==> src/rtl/shift_sequencer_pkg.sv <==
// Shared ALU definitions for the shift sequencer: widths, direction codes
// and the sequencer state encoding.
package shift_sequencer_pkg;

  localparam int unsigned WORD_W = 32;
  localparam int unsigned AMT_W  = 5;

  // Direction encoding shared with the full_shifter d input.
  localparam logic DIR_LEFT  = 1'b0;
  localparam logic DIR_RIGHT = 1'b1;

  typedef enum logic [2:0] {
    StIdle  = 3'd0,
    StShift = 3'd1,
    StRot1  = 3'd2,
    StRot2  = 3'd3,
    StDone  = 3'd4
  } seq_state_e;

  // Amount for the second rotate pass: (32 - amt) mod 32.
  function automatic logic [AMT_W-1:0] rot_back_amt(input logic [AMT_W-1:0] amt);
    logic [AMT_W-1:0] zero;
    zero = '0;
    return zero - amt;
  endfunction

endpackage

==> src/rtl/shift_sequencer_full_shifter.sv <==
// Combinational logical barrel shifter, zero fill in both directions.
module full_shifter
  import shift_sequencer_pkg::*;
(
  input  logic [WORD_W-1:0] a_i,
  input  logic              d_i,
  input  logic [AMT_W-1:0]  s_i,
  output logic [WORD_W-1:0] y_o
);

  // Direction picks the shift operator; the amount never exceeds WORD_W-1.
  always_comb begin
    y_o = '0;
    if (d_i == DIR_LEFT) begin
      y_o = a_i << s_i;
    end else begin
      y_o = a_i >> s_i;
    end
  end

endmodule

==> src/rtl/shift_sequencer.sv <==
// Sequential front end for full_shifter: one shift/rotate request at a time
// over valid/ready, rotates done as two passes ORed together.
module shift_sequencer
  import shift_sequencer_pkg::*;
(
  input  logic              clock,
  input  logic              reset,
  input  logic              in_valid,
  output logic              in_ready,
  input  logic [WORD_W-1:0] in_data,
  input  logic              in_dir,
  input  logic [AMT_W-1:0]  in_amt,
  input  logic              in_rot,
  output logic              out_valid,
  input  logic              out_ready,
  output logic [WORD_W-1:0] out_result
);

  seq_state_e        state_q, state_d;
  logic [WORD_W-1:0] data_q, data_d;
  logic              dir_q, dir_d;
  logic [AMT_W-1:0]  amt_q, amt_d;
  logic              rot_q, rot_d;
  logic [WORD_W-1:0] partial_q, partial_d;
  logic [WORD_W-1:0] result_q, result_d;
  logic              valid_q, valid_d;

  logic [WORD_W-1:0] sh_a;
  logic              sh_d;
  logic [AMT_W-1:0]  sh_s;
  logic [WORD_W-1:0] sh_y;

  logic accept;

  assign in_ready   = (state_q == StIdle) && !reset;
  assign accept     = in_valid && in_ready;
  assign out_valid  = valid_q;
  assign out_result = result_q;

  // Shifter operand mux: second rotate pass goes the other way by 32-amt.
  always_comb begin
    sh_a = data_q;
    sh_d = dir_q;
    sh_s = amt_q;
    if (state_q == StRot2) begin
      sh_d = ~dir_q;
      sh_s = rot_back_amt(amt_q);
    end
  end

  full_shifter u_full_shifter (
    .a_i (sh_a),
    .d_i (sh_d),
    .s_i (sh_s),
    .y_o (sh_y)
  );

  // Next-state and datapath updates.
  always_comb begin
    state_d   = state_q;
    data_d    = data_q;
    dir_d     = dir_q;
    amt_d     = amt_q;
    rot_d     = rot_q;
    partial_d = partial_q;
    result_d  = result_q;
    valid_d   = valid_q;

    unique case (state_q)
      StIdle: begin
        if (accept) begin
          data_d = in_data;
          dir_d  = in_dir;
          amt_d  = in_amt;
          rot_d  = in_rot;
          // A zero-amount rotate is the operand itself, so a single pass suffices.
          if (in_rot && (in_amt != '0)) begin
            state_d = StRot1;
          end else begin
            state_d = StShift;
          end
        end
      end
      StShift: begin
        result_d = sh_y;
        valid_d  = 1'b1;
        state_d  = StDone;
      end
      StRot1: begin
        partial_d = sh_y;
        state_d   = StRot2;
      end
      StRot2: begin
        result_d = sh_y | (rot_q ? partial_q : '0);
        valid_d  = 1'b1;
        state_d  = StDone;
      end
      StDone: begin
        if (out_ready) begin
          valid_d = 1'b0;
          state_d = StIdle;
        end
      end
      default: begin
        valid_d = 1'b0;
        state_d = StIdle;
      end
    endcase
  end

  // State and output registers; reset discards any in-flight request.
  always_ff @(posedge clock or posedge reset) begin
    if (reset) begin
      state_q   <= StIdle;
      data_q    <= '0;
      dir_q     <= DIR_LEFT;
      amt_q     <= '0;
      rot_q     <= 1'b0;
      partial_q <= '0;
      result_q  <= '0;
      valid_q   <= 1'b0;
    end else begin
      state_q   <= state_d;
      data_q    <= data_d;
      dir_q     <= dir_d;
      amt_q     <= amt_d;
      rot_q     <= rot_d;
      partial_q <= partial_d;
      result_q  <= result_d;
      valid_q   <= valid_d;
    end
  end

endmodule

==> config.mk <==
export PLATFORM = sky130hd
export DESIGN_NAME = shift_sequencer
export DESIGN_NICKNAME = d
export VERILOG_FILES = /design/src/rtl/shift_sequencer_pkg.sv /design/src/rtl/shift_sequencer_full_shifter.sv /design/src/rtl/shift_sequencer.sv
export SDC_FILE = /design/constraint.sdc
export NUM_CORES = 1
export LEC_CHECK = 0
export CORE_MARGIN = 2
export CORE_UTILIZATION = 50
export DETAILED_ROUTE_END_ITERATION = 8
export PLACE_DENSITY = 0.71
export REMOVE_ABC_BUFFERS = 1
export SYNTH_ARGS = -nofsm -noshare
export SYNTH_HDL_FRONTEND = slang
export SYNTH_SLANG_ARGS = --single-unit
==> constraint.sdc <==
create_clock -name clock -period 6.8 [get_ports clock]
set_input_delay 1.36 -clock clock [delete_from_list [all_inputs] [get_ports clock]]
set_output_delay 1.36 -clock clock [all_outputs]
set_load 0.03 [all_outputs]
==> metrics.sh, run 1 <==
FLOORPLAN.DIE_AREA_UM2=18000
DETAIL_ROUTE.VIAS_PER_CELL=6.79
FLOORPLAN.INITIALDENSITY_PCT=51.1
CRIT_PATH_CELL_TRACE='clkinv_1 -> ha_1 -> and4bb_1 -> xnor2_4 -> buf_4 -> mux4_2 -> a221oi_2 -> o22ai_1 -> nor3_1 -> a21oi_1'
ROUTE.VIAS.TOTAL=7974
SETUP_REPAIR_AFTER_GLOBAL_ROUTING_MISSED_ITS_MARGIN='no'
STARTPOINT_TYPE='flop'
CRITPATHARRIVALTIME_NS=4.90
WL_PER_CELL_UM=23.6
TRITONCTS_CLOCK_TREE='done'
ANTENNA_VIOLATIONS_BEFORE_REPAIR=0
TIMING.CRITICAL_PATH.FANOUT_MAX=40
GRT_MAX_DEGREE=77
WORST_PATH_LARGEST_CELL_DELAY_NS=0.76
CTS.REPAIR_TIMING.SETUP_BUFFER_COUNT=0
CTS_HOLD_REPAIR.BUFFERS=0
CLK_PIN_SLEW_WORST_PATHS_NS=0.08
FINAL.SETUP.WORST_SLACK_NS=2.12
SYNTH_SEQUENTIAL_AREA_RATIO_PCT=31.6
MAX_FREQ_MHz=214
DETAIL_ROUTE.FIRST_PASS.ITERATIONS=6
CLK_LATENCY_NS=0.37
CRIT_FAMILY='simple AND/OR/NAND/NOR gates'
SETUP.WORST_PATH.END_CLASS='flop'
GLOBALPLACE.CONGESTION=1.08
DIODES=0
SYNTH_AREA_LEADERS='sky130_fd_sc_hd__dfrtp_1 32%, sky130_fd_sc_hd__mux2_2 7.3%, sky130_fd_sc_hd__mux2i_1 7.2%, sky130_fd_sc_hd__mux4_2 7.2%, sky130_fd_sc_hd__a21oi_1 6.6%'
YS_WARN_COUNT=0
DRIVE_GT1_SHARE_PCT=15.2
NETLIST_AREA_UM2=8470
TIMING.HOLD.WORST.CLASS='reg -> reg'
DIE_H_UM=134
WORST_PIN_SLEW_NS=1.10
DRTITER0DRC=998
AREAGROWTHSYNTHTOFINISH_PCT=11.8
POST_CTS_RESIZE_COUNT=0
SYNTH-EDFF-COUNT=0
TIMING.MAX_SLEW.REL_SLACK_PCT=26.4
POST-ROUTE-DRC-COUNT=0
MEAN_INSTANCE_SIZE_IN_THE_SYNTHESIZED_NETLIST_UM2=8.97
POST_LAYOUT_UTILIZATION_OF_THE_CORE_PCT=57.1
CP_NUM_BUF_INV=2
PRE_CTS_SLACK_NS=2.26
FINAL_ANTENNA_NET_COUNT=0
POST_SYNTHESIS_CELL_TYPE_WITH_THE_LARGEST_COMBINED_AREA='sky130_fd_sc_hd__dfrtp_1'
NUMBER_OF_GLOBAL_ROUTE_VIAS_BEFORE_REPAIR=7267
CORE_AREA_UM2=16600
FINAL_MIN_PERIOD_OVER_CLOCK_PERIOD_PCT=68.8
FINALSETUPVIOLATIONS=0
PLACE.PORT_BUFFERS=76
NETLIST-CELL-TYPE-COUNT=87
TIMING.MAX_CAP.VIOLATIONS=0
FINISH.NET_COUNT=993
GLOBAL_ROUTE.OVERFLOW_TOTAL=0
CTS_BUFFER_DEPTH=2
FIN_CRIT_NS=4.68
WORSTSETUPPATHTYPE='reg -> reg'
GLOBAL_ROUTE.USAGE.TOTAL_PCT=31.2
WORSTPATHREQUIRED_NS=7.03
CTS_SINKS=107
SYNTH.TOP_CELL.AREA_SHARE_PCT=31.6
SYNTH-ASYNC-RESET-RATIO_PCT=100
POST_SYNTHESIS_SEQUENTIAL_ELEMENT_COUNT=107
SYNTH_FLOP_CELL='sky130_fd_sc_hd__dfrtp_1'
TOTAL_NEGATIVE_SETUP_SLACK_NS=0
PLACE_HPWL_MM=19.8
GRT_FIRST_PASS_WIRELENGTH_MM=43.4
FP.DIEW_UM=134
CTS.HTREE.LEVELS=3
CTS_MADE_BUFFERS=9
OUTCOME='finished clean'
FINCLKSKEW_NS=0.0123
SYNTHCELLS=944
CTS.ROOT.BUFFER_CELL='sky130_fd_sc_hd__clkbuf_16'
CRIT_SLOWEST_CELL='sky130_fd_sc_hd__and4bb_1'
WIRELENGTH_MM=27.7
ENDPOINTS_FAILING_HOLD=0
MAXSLEWVIOLCOUNT=0
IOS=77
ROWS=47
==> cell families (layout without fill, tap and decap cells) <==
group	after synthesis	in the layout	share of synthesized area [%]
and+or+nand+nor	307	307	17.6
AOI/OAI and AO/OA	283	283	22.3
xor gates and xnor gates	3	3	0.620
DFF	107	107	31.6
muxes	143	143	21.7
adders and majority gates	1	1	0.148
buffers and inverters	100	110	6.08
==> registers in the layout (all words and copies together) (netlist names) <==
register    count
data_q         32
dir_q           1
rot_q           1
amt_q           5
partial_q      32
state_q         3
out_valid       1
out_result     32
==> per-stage QoR <==
step | instances | hold WS, ns | instance area, um2
floorplan | 849 | 0.471 | 7980
global placement | 1158 | 0.484 | 9140
detailed placement | 1158 | 0.486 | 9140
CTS | 1174 | 0.505 | 9470
global route | 1174 | 0.533 | 9470
finish | 1174 | 0.501 | 9470
==> metal layers <==
metal | vias up | GRT usage (%) | routed length (um)
met3 | 80 | 7.14 | 2760
met4 | 0 | 13.2 | 932
met2 | 482 | 45.0 | 12100
li1 | 3562 | - | -
met5 | - | 0 | 0
met1 | 3850 | 45.0 | 11900
==> final timing paths <==
check | depth (start not counted) | to | start | slack [ns]
setup / recovery | 10 | partial_q[12]$_DFFE_PP0N_ | amt_q[1]$_DFFE_PP0P_ | 2.12
hold / removal | 1 | rot_q$_DFFE_PP0P_ | rot_q$_DFFE_PP0P_ | 0.50
setup reg to reg | 10 | partial_q[12]$_DFFE_PP0N_ | amt_q[1]$_DFFE_PP0P_ | 2.12
hold reg to reg | 1 | rot_q$_DFFE_PP0P_ | rot_q$_DFFE_PP0P_ | 0.50
max in group asynchronous | 3 | partial_q[6]$_DFFE_PP0N_ | reset | 4.18
min in group asynchronous | 2 | state_q[0]$_DFFE_PP0P_ | reset | 1.46
==> synth_stat cells (3+ instances only) <==
library cell                instances
sky130_fd_sc_hd__o21ai_0           15
sky130_fd_sc_hd__mux4_2            27
sky130_fd_sc_hd__nor4_1             6
sky130_fd_sc_hd__and2_1             8
sky130_fd_sc_hd__o211a_1            4
sky130_fd_sc_hd__a31oi_1           15
sky130_fd_sc_hd__buf_2             28
sky130_fd_sc_hd__nor3_1            35
sky130_fd_sc_hd__mux2i_1           61
sky130_fd_sc_hd__clkbuf_1          45
sky130_fd_sc_hd__a21oi_1          111
sky130_fd_sc_hd__nand2_1           57
sky130_fd_sc_hd__a22oi_1            4
sky130_fd_sc_hd__a2111oi_0          3
sky130_fd_sc_hd__o21a_1             6
sky130_fd_sc_hd__nor2_1           127
sky130_fd_sc_hd__buf_4             14
sky130_fd_sc_hd__o22a_1             3
sky130_fd_sc_hd__mux2_2            55
sky130_fd_sc_hd__o21ai_1            3
sky130_fd_sc_hd__o221ai_1           5
sky130_fd_sc_hd__a21o_1             3
sky130_fd_sc_hd__o211ai_1          11
sky130_fd_sc_hd__nor3_2             3
sky130_fd_sc_hd__nor3b_1            3
sky130_fd_sc_hd__a211oi_1          25
sky130_fd_sc_hd__nor2b_1            8
sky130_fd_sc_hd__nand3_1           21
sky130_fd_sc_hd__or2_2              3
sky130_fd_sc_hd__dfrtp_1          107
sky130_fd_sc_hd__nand2b_1           7
sky130_fd_sc_hd__buf_6              7
sky130_fd_sc_hd__or3_1              4
sky130_fd_sc_hd__inv_1              3
sky130_fd_sc_hd__o32ai_1            9
sky130_fd_sc_hd__o21ai_2            4
sky130_fd_sc_hd__o22ai_1           27
sky130_fd_sc_hd__a32o_1             4
==> cell usage in the layout (no fill, tap or decap), drive strengths merged, types with 13 or more instances in the layout <==
| cell | instances |
|---|---|
| nor2 | 128 |
| a21oi | 113 |
| dfrtp | 107 |
| clkdlybuf4s50 | 76 |
| mux2i | 61 |
| nand2 | 58 |
| mux2 | 55 |
| nor3 | 38 |
| mux4 | 27 |
| o22ai | 27 |
| a211oi | 26 |
| nand3 | 23 |
| o21ai | 22 |
| a31oi | 15 |
| buf | 13 |
==> final cells by class <==
cell class / count / area (um2)
clock buffer: 9 / 225
clock inverter: 7 / 113
fill: 1532 / 7110
inverter: 5 / 21.3
multi-input combinational: 737 / 5300
sequential: 107 / 2680
tap: 220 / 275
timing repair buffer: 89 / 858
Power of run 1 is not shown: default switching activity piles up to over one toggle a cycle in this logic, so the estimate is an artifact.
==> run 2: changes to the inputs <==
--- a/config.mk
+++ b/config.mk
@@ -8,7 +8,7 @@
 export CORE_MARGIN = 2
 export CORE_UTILIZATION = 50
 export DETAILED_ROUTE_END_ITERATION = 8
-export PLACE_DENSITY = 0.71
+export PLACE_DENSITY = 0.74
 export REMOVE_ABC_BUFFERS = 1
 export SYNTH_ARGS = -nofsm -noshare
 export SYNTH_HDL_FRONTEND = slang
==> constraint.sdc (replaced) <==
create_clock -name clock -period 3.75 [get_ports clock]
set_input_delay 0.75 -clock clock [delete_from_list [all_inputs] [get_ports clock]]
set_output_delay 0.75 -clock clock [all_outputs]
set_load 0.03 [all_outputs]
==> run 2 against run 1 <==
Against the previous run: non-clock buffer count grew 25; first-iteration DRC count up 15%; sequential cell count unchanged; worst hold slack improved by 0.0030 ns; cell area is 1.7% higher; global-route usage up 1.2 points; critical path depth is the same; critical path type unchanged; register-to-register slack got worse by 1.9 ns; worst setup slack worse by 1.9 ns; core utilization up 0.99 points; largest cell class unchanged.
==> metrics.sh, run 2 (same netlist as run 1, synthesis figures left out) <==
OUTCOME='finished clean'
CTS_BUFFER_DEPTH=2  # unchanged
TIMING.MAX_CAP.VIOLATIONS=0  # unchanged
TRITONCTS_CLOCK_TREE='done'
REG2REG_CAPTURE_POINT='partial_q[31]$_DFFE_PP0N_'
AREAGROWTHSYNTHTOFINISH_PCT=13.8
FLOORPLAN.DIE_AREA_UM2=18000  # unchanged
GRT_FIRST_PASS_WIRELENGTH_MM=44.8  # +3.3%
WORST_PIN_SLEW_NS=1.12  # +0.0165 ns
FLOORPLAN.INITIALDENSITY_PCT=51.1  # unchanged
MULTI_INPUT_COMB_AREA_UM2=5300  # unchanged
SEQCELLAREA_UM2=2680  # unchanged
CTS.HTREE.LEVELS=3  # unchanged
CTS.REPAIR_TIMING.SETUP_BUFFER_COUNT=0  # unchanged
FIN_CRIT_NS=3.56  # -1.12 ns
PLACE_HPWL_MM=20.8  # +5.4%
TIMING.CRITICAL_PATH.FANOUT_MAX=21  # -48%
GRT_UTIL_MET1_PCT=46.5  # +1.5 points
CORE_AREA_UM2=16600  # unchanged
NFILLCELLS=1514  # -1.2%
CRITPATHARRIVALTIME_NS=3.78  # -1.12 ns
FINAL_MIN_PERIOD_OVER_CLOCK_PERIOD_PCT=94.8  # +26 points
MAX_FREQ_MHz=281  # +32%
TOTAL_NEGATIVE_SETUP_SLACK_NS=0  # unchanged
CTS_SINKS=107  # unchanged
GRT_MAX_DEGREE=76  # -1.3%
CTS_MADE_BUFFERS=9  # unchanged
CLK_PIN_SLEW_WORST_PATHS_NS=0.08  # about the same
GLOBALPLACE.CONGESTION=1.11  # +2.1%
DETAIL_ROUTE.FIRST_PASS.ITERATIONS=6  # unchanged
FINCLKSKEW_NS=0.0130  # +0.000692 ns
FINISH.NET_COUNT=1018  # +2.5%
DRIVE_GT1_SHARE_PCT=17.3  # +2.1 points
DETAIL_ROUTE.VIAS_PER_CELL=6.77  # -0.28%
ANTENNA_VIOLATIONS_BEFORE_REPAIR=0  # unchanged
GLOBAL_ROUTE.OVERFLOW_TOTAL=0  # unchanged
PLACE.PORT_BUFFERS=76  # unchanged
GRTUSAGEMET2_PCT=45.6  # +0.57 points
PRE_CTS_SLACK_NS=0.392  # -1.87 ns
R2R.WORST_PATH.CELLS=10  # unchanged
WIRELENGTH_MM=28.5  # +3.1%
CTS_HOLD_REPAIR.BUFFERS=0  # unchanged
WORSTSETUPPATHTYPE='reg -> reg'
R2R_SETUP_SLACK_NS=0.19  # -1.93 ns
FINAL_ANTENNA_NET_COUNT=0  # unchanged
DIE_H_UM=134  # unchanged
DRTITER0DRC=1152  # +15%
WORST_SETUP_PATH_ENDPOINT='partial_q[31]$_DFFE_PP0N_'
GLOBALROUTEMET3UTIL_PCT=9.30  # +2.2 points
WL_PER_CELL_UM=23.8  # +0.97%
MAXSLEWVIOLCOUNT=0  # unchanged
DIODES=0  # unchanged
MOST_COMMON_CELL_AFTER_LAYOUT_FILL_AND_TAPS_ASIDE='sky130_fd_sc_hd__nor2_1'
GRT.BUSIEST_LAYER='met1'
CTS.ROOT.BUFFER_CELL='sky130_fd_sc_hd__clkbuf_16'
CLK_LATENCY_NS=0.38  # about the same
FINAL.SETUP.WORST_SLACK_NS=0.194  # -1.93 ns
MOST-COMMON-LAYOUT-CELLS='127 x sky130_fd_sc_hd__nor2_1, 111 x sky130_fd_sc_hd__a21oi_1, 106 x sky130_fd_sc_hd__dfrtp_1'
IOS=77  # unchanged
ROWS=47  # unchanged
ENDPOINTS_FAILING_HOLD=0  # unchanged
TIMING.MAX_SLEW.REL_SLACK_PCT=25.3  # -1.1 points
FINAL_DESIGN_AREA_NO_FILL_UM2=9640  # +1.7%
WORSTPATHREQUIRED_NS=3.98  # -3.05 ns
CELL_AREA_AFTER_PLACEMENT_UM2=9350  # +2.3%
ROUTE.VIAS.TOTAL=8121  # +1.8%
SETUP_REPAIR_AFTER_GLOBAL_ROUTING_MISSED_ITS_MARGIN='no'
TIMING.HOLD.WORST.CLASS='reg -> reg'
STARTPOINT_TYPE='flop'
POST_CTS_RESIZE_COUNT=0  # unchanged
FP.DIEW_UM=134  # unchanged
WORSTREG2REGSTART='amt_q[1]$_DFFE_PP0P_'
NUMBER_OF_GLOBAL_ROUTE_VIAS_BEFORE_REPAIR=7446  # +2.5%
SETUP.WORST_PATH.END_CLASS='flop'
CP-STARTPOINT='amt_q[1]$_DFFE_PP0P_'
FINALSETUPVIOLATIONS=0  # unchanged
GLOBAL_ROUTE.USAGE.TOTAL_PCT=32.3  # +1.2 points
POST-ROUTE-DRC-COUNT=0  # unchanged
==> run 2: stage by stage <==
step                      hold slack, ns  cells  utilization, %
final                              0.504   1199            58.1
after global routing               0.527   1199            58.1
after CTS                          0.507   1199            58.1
after detailed placement           0.488   1183            56.4
after global placement             0.486   1183            56.4
after floorplan                    0.471    849               -
==> run 2: final cells by class <==
type	instances	area share, %
multi-input combinational	737	55.0
sequential	107	27.8
timing repair buffer	114	11.1
tap	220	2.86
clock buffer	10	2.38
clock inverter	6	0.623
inverter	5	0.221
==> run 2: metal layers <==
metal | share of wire [%] | routed length (um)
met2 | 42 | 12100
met5 | 0 | 0
met1 | 42 | 12000
met4 | 4.6 | 1310
met3 | 11 | 3100
==> run 2: worst min-delay path by stage <==
| stage | startpoint | end | cells after the start |
|---|---|---|---|
| after global routing | partial_q[0]$_DFFE_PP0N_ | partial_q[0]$_DFFE_PP0N_ | 1 |
| after detailed placement | rot_q$_DFFE_PP0P_ | rot_q$_DFFE_PP0P_ | 1 |
| after floorplan | rot_q$_DFFE_PP0P_ | rot_q$_DFFE_PP0P_ | 1 |
| final | rot_q$_DFFE_PP0P_ | rot_q$_DFFE_PP0P_ | 1 |
| after global placement | rot_q$_DFFE_PP0P_ | rot_q$_DFFE_PP0P_ | 1 |
| after CTS | rot_q$_DFFE_PP0P_ | rot_q$_DFFE_PP0P_ | 1 |
==> run 2: worst max-delay path, stage by stage (launching register included) <==
cell                        delay (ns)
sky130_fd_sc_hd__dfrtp_1          0.36
sky130_fd_sc_hd__clkinv_1         0.09
sky130_fd_sc_hd__ha_1             0.25
sky130_fd_sc_hd__nand4bb_4        0.32
sky130_fd_sc_hd__xnor2_4          0.63
sky130_fd_sc_hd__buf_4            0.34
sky130_fd_sc_hd__nor2_1           0.13
sky130_fd_sc_hd__a222oi_1         0.54
sky130_fd_sc_hd__o22ai_1          0.19
sky130_fd_sc_hd__nor3_1           0.42
sky130_fd_sc_hd__a21oi_1          0.12
Power of run 2 is left out for the same reason.
==> run 3: changes to the inputs <==
--- a/config.mk
+++ b/config.mk
@@ -8,6 +8,7 @@
 export CORE_MARGIN = 2
 export CORE_UTILIZATION = 50
 export DETAILED_ROUTE_END_ITERATION = 8
+export GPL_ROUTABILITY_DRIVEN = 0
 export PLACE_DENSITY = 0.74
 export REMOVE_ABC_BUFFERS = 1
 export SYNTH_ARGS = -nofsm -noshare
==> run 3 against run 2 <==
Against the previous run: clock-buffer cell count shrank 1; global-route usage shrank 3.6 points; worst setup slack gained 0.18 ns; worst hold slack gained 0.0098 ns; clock skew grew 0.00083 ns; cell area shrank 0.49%; critical path depth shrank 1; non-clock buffer count shrank 10; via count shrank 1.4%; core utilization shrank 0.29 points; critical endpoint is now out_result[14]$_DFFE_PP0P_.
==> metrics.sh, run 3 (same netlist as run 1, synthesis figures left out) <==
TRITONCTS_CLOCK_TREE='done'
SETUP.WORST_PATH.END_CLASS='flop'
WORST_PIN_SLEW_NS=1.10  # -0.0140 ns
GLOBAL_ROUTE.OVERFLOW_TOTAL=0  # unchanged
CTS.REPAIR_TIMING.SETUP_BUFFER_COUNT=0  # unchanged
MOST-COMMON-LAYOUT-CELLS='127 x sky130_fd_sc_hd__nor2_1, 111 x sky130_fd_sc_hd__a21oi_1, 106 x sky130_fd_sc_hd__dfrtp_1'
CELL_AREA_AFTER_PLACEMENT_UM2=9270  # -0.80%
OUTCOME='finished clean'
FINAL_ANTENNA_NET_COUNT=0  # unchanged
CRITPATHARRIVALTIME_NS=3.67  # -0.11 ns
ROUTE.VIAS.TOTAL=8007  # -1.4%
WIRELENGTH_MM=25.5  # -11%
FP.DIEW_UM=134  # unchanged
WORSTSETUPPATHTYPE='reg -> reg'
TIMING.MAX_CAP.VIOLATIONS=0  # unchanged
WORSTPATHREQUIRED_NS=4.04  # +0.06 ns
CLK_LATENCY_NS=0.37  # about the same
CTS_MADE_BUFFERS=9  # unchanged
AREAGROWTHSYNTHTOFINISH_PCT=13.2
DETAIL_ROUTE.VIAS_PER_CELL=6.73  # -0.57%
FIN_CRIT_NS=3.37  # -0.182 ns
FINISH.NET_COUNT=1008  # -0.98%
PLACE_HPWL_MM=18.3  # -12%
FINCLKSKEW_NS=0.0138  # +0.000834 ns
GRT_MAX_DEGREE=76  # unchanged
CTS.ROOT.BUFFER_CELL='sky130_fd_sc_hd__clkbuf_16'
ROWS=47  # unchanged
CTS_BUFFER_DEPTH=2  # unchanged
TIMING.CRITICAL_PATH.FANOUT_MAX=26  # +24%
MAXSLEWVIOLCOUNT=0  # unchanged
NFILLCELLS=1499  # -0.99%
CTS.HTREE.LEVELS=3  # unchanged
TIMING.MAX_SLEW.REL_SLACK_PCT=26.2  # +0.94 points
R2R.WORST_PATH.CELLS=9  # -1
MOST_COMMON_CELL_AFTER_LAYOUT_FILL_AND_TAPS_ASIDE='sky130_fd_sc_hd__nor2_1'
CORE_AREA_UM2=16600  # unchanged
GLOBAL_ROUTE.USAGE.TOTAL_PCT=28.8  # -3.6 points
CTS_SINKS=107  # unchanged
WL_PER_CELL_UM=21.5  # -9.8%
POST-ROUTE-DRC-COUNT=0  # unchanged
R2R_SETUP_SLACK_NS=0.38  # +0.18 ns
FINALSETUPVIOLATIONS=0  # unchanged
DETAIL_ROUTE.FIRST_PASS.ITERATIONS=9  # +3
POST_CTS_RESIZE_COUNT=0  # unchanged
CP-STARTPOINT='amt_q[1]$_DFFE_PP0P_'
CTS_HOLD_REPAIR.BUFFERS=0  # unchanged
PLACE.PORT_BUFFERS=76  # unchanged
FINAL_MIN_PERIOD_OVER_CLOCK_PERIOD_PCT=90.0  # -4.8 points
WORSTREG2REGSTART='amt_q[1]$_DFFE_PP0P_'
STARTPOINT_TYPE='flop'
REG2REG_CAPTURE_POINT='out_result[14]$_DFFE_PP0P_'
WORST_SETUP_PATH_ENDPOINT='out_result[14]$_DFFE_PP0P_'
DIE_H_UM=134  # unchanged
IOS=77  # unchanged
CLK_PIN_SLEW_WORST_PATHS_NS=0.07  # about the same
ANTENNA_VIOLATIONS_BEFORE_REPAIR=0  # unchanged
FLOORPLAN.INITIALDENSITY_PCT=51.1  # unchanged
SETUP_REPAIR_AFTER_GLOBAL_ROUTING_MISSED_ITS_MARGIN='no'
MAX_FREQ_MHz=296  # +5.4%
FLOORPLAN.DIE_AREA_UM2=18000  # unchanged
ENDPOINTS_FAILING_HOLD=0  # unchanged
DRIVE_GT1_SHARE_PCT=16.5  # -0.75 points
GRT_FIRST_PASS_WIRELENGTH_MM=40.6  # -9.4%
TIMING.HOLD.WORST.CLASS='reg -> reg'
DRTITER0DRC=1236  # +7.3%
DIODES=0  # unchanged
NUMBER_OF_GLOBAL_ROUTE_VIAS_BEFORE_REPAIR=7352  # -1.3%
FINAL_DESIGN_AREA_NO_FILL_UM2=9590  # -0.49%
[run 3: cell types whose count changed in the layout (fill, tap and decap cells not counted), sizes merged]
| cell | previous run | this run |
|---|---|---|
| buf | 38 | 28 |
| inv | 6 | 8 |
| bufinv | 0 | 1 |
| clkbuf | 10 | 9 |
| clkinv | 3 | 2 |
| clkinvlp | 2 | 1 |
[run 3: routing by layer]
layer | track usage [%] | part of all wire, % | vias to the layer above
li1 | - | - | 3599
met5 | 0 | 0 | -
met4 | 15.3 | 5.6 | 0
met2 | 40.9 | 42 | 540
met3 | 7.79 | 12 | 127
met1 | 39.9 | 40 | 3741
[run 3: critical path: stages (launching register included)]
cell and delay, ns:
sky130_fd_sc_hd__dfrtp_1 0.35, sky130_fd_sc_hd__clkinv_1 0.09, sky130_fd_sc_hd__ha_1 0.27, sky130_fd_sc_hd__nand4bb_4 0.32, sky130_fd_sc_hd__xnor2_4 0.69, sky130_fd_sc_hd__mux2i_1 0.25, sky130_fd_sc_hd__mux2_2 0.36, sky130_fd_sc_hd__o21ai_0 0.55
sky130_fd_sc_hd__a211oi_1 0.24, sky130_fd_sc_hd__a21oi_1 0.18
[run 3: stage by stage]
step                util, %  instances  hold slack (ns)  setup TNS, ns  setup WS, ns
global placement       55.9       1173            0.492              0         0.501
global route           57.8       1189            0.537              0         0.234
CTS                    57.8       1189            0.518              0         0.491
detailed placement     55.9       1173            0.500              0         0.512
floorplan                 -        849            0.471        -137.46         -2.36
finish                 57.8       1189            0.514              0         0.376
[run 3: worst min path at each step]
stage	from	endpoint	slack, ns	depth (start not counted)
2_1_floorplan	rot_q$_DFFE_PP0P_	rot_q$_DFFE_PP0P_	0.47	1
3_3_place_gp	partial_q[0]$_DFFE_PP0N_	partial_q[0]$_DFFE_PP0N_	0.49	1
3_5_place_dp	rot_q$_DFFE_PP0P_	rot_q$_DFFE_PP0P_	0.50	1
4_1_cts	rot_q$_DFFE_PP0P_	rot_q$_DFFE_PP0P_	0.52	1
5_1_grt	rot_q$_DFFE_PP0P_	rot_q$_DFFE_PP0P_	0.54	1
6_report	rot_q$_DFFE_PP0P_	rot_q$_DFFE_PP0P_	0.51	1
[run 3: final cells by class]
| class | instances | area, um2 | share of cell area, % |
|---|---|---|---|
| multi-input combinational | 737 | 5300 | 55.3 |
| sequential | 107 | 2680 | 27.9 |
| timing repair buffer | 104 | 996 | 10.4 |
| tap | 220 | 275 | 2.87 |
| clock buffer | 9 | 225 | 2.35 |
| clock inverter | 7 | 91.3 | 0.952 |
| inverter | 5 | 21.3 | 0.222 |
Power of run 3 is left out for the same reason.
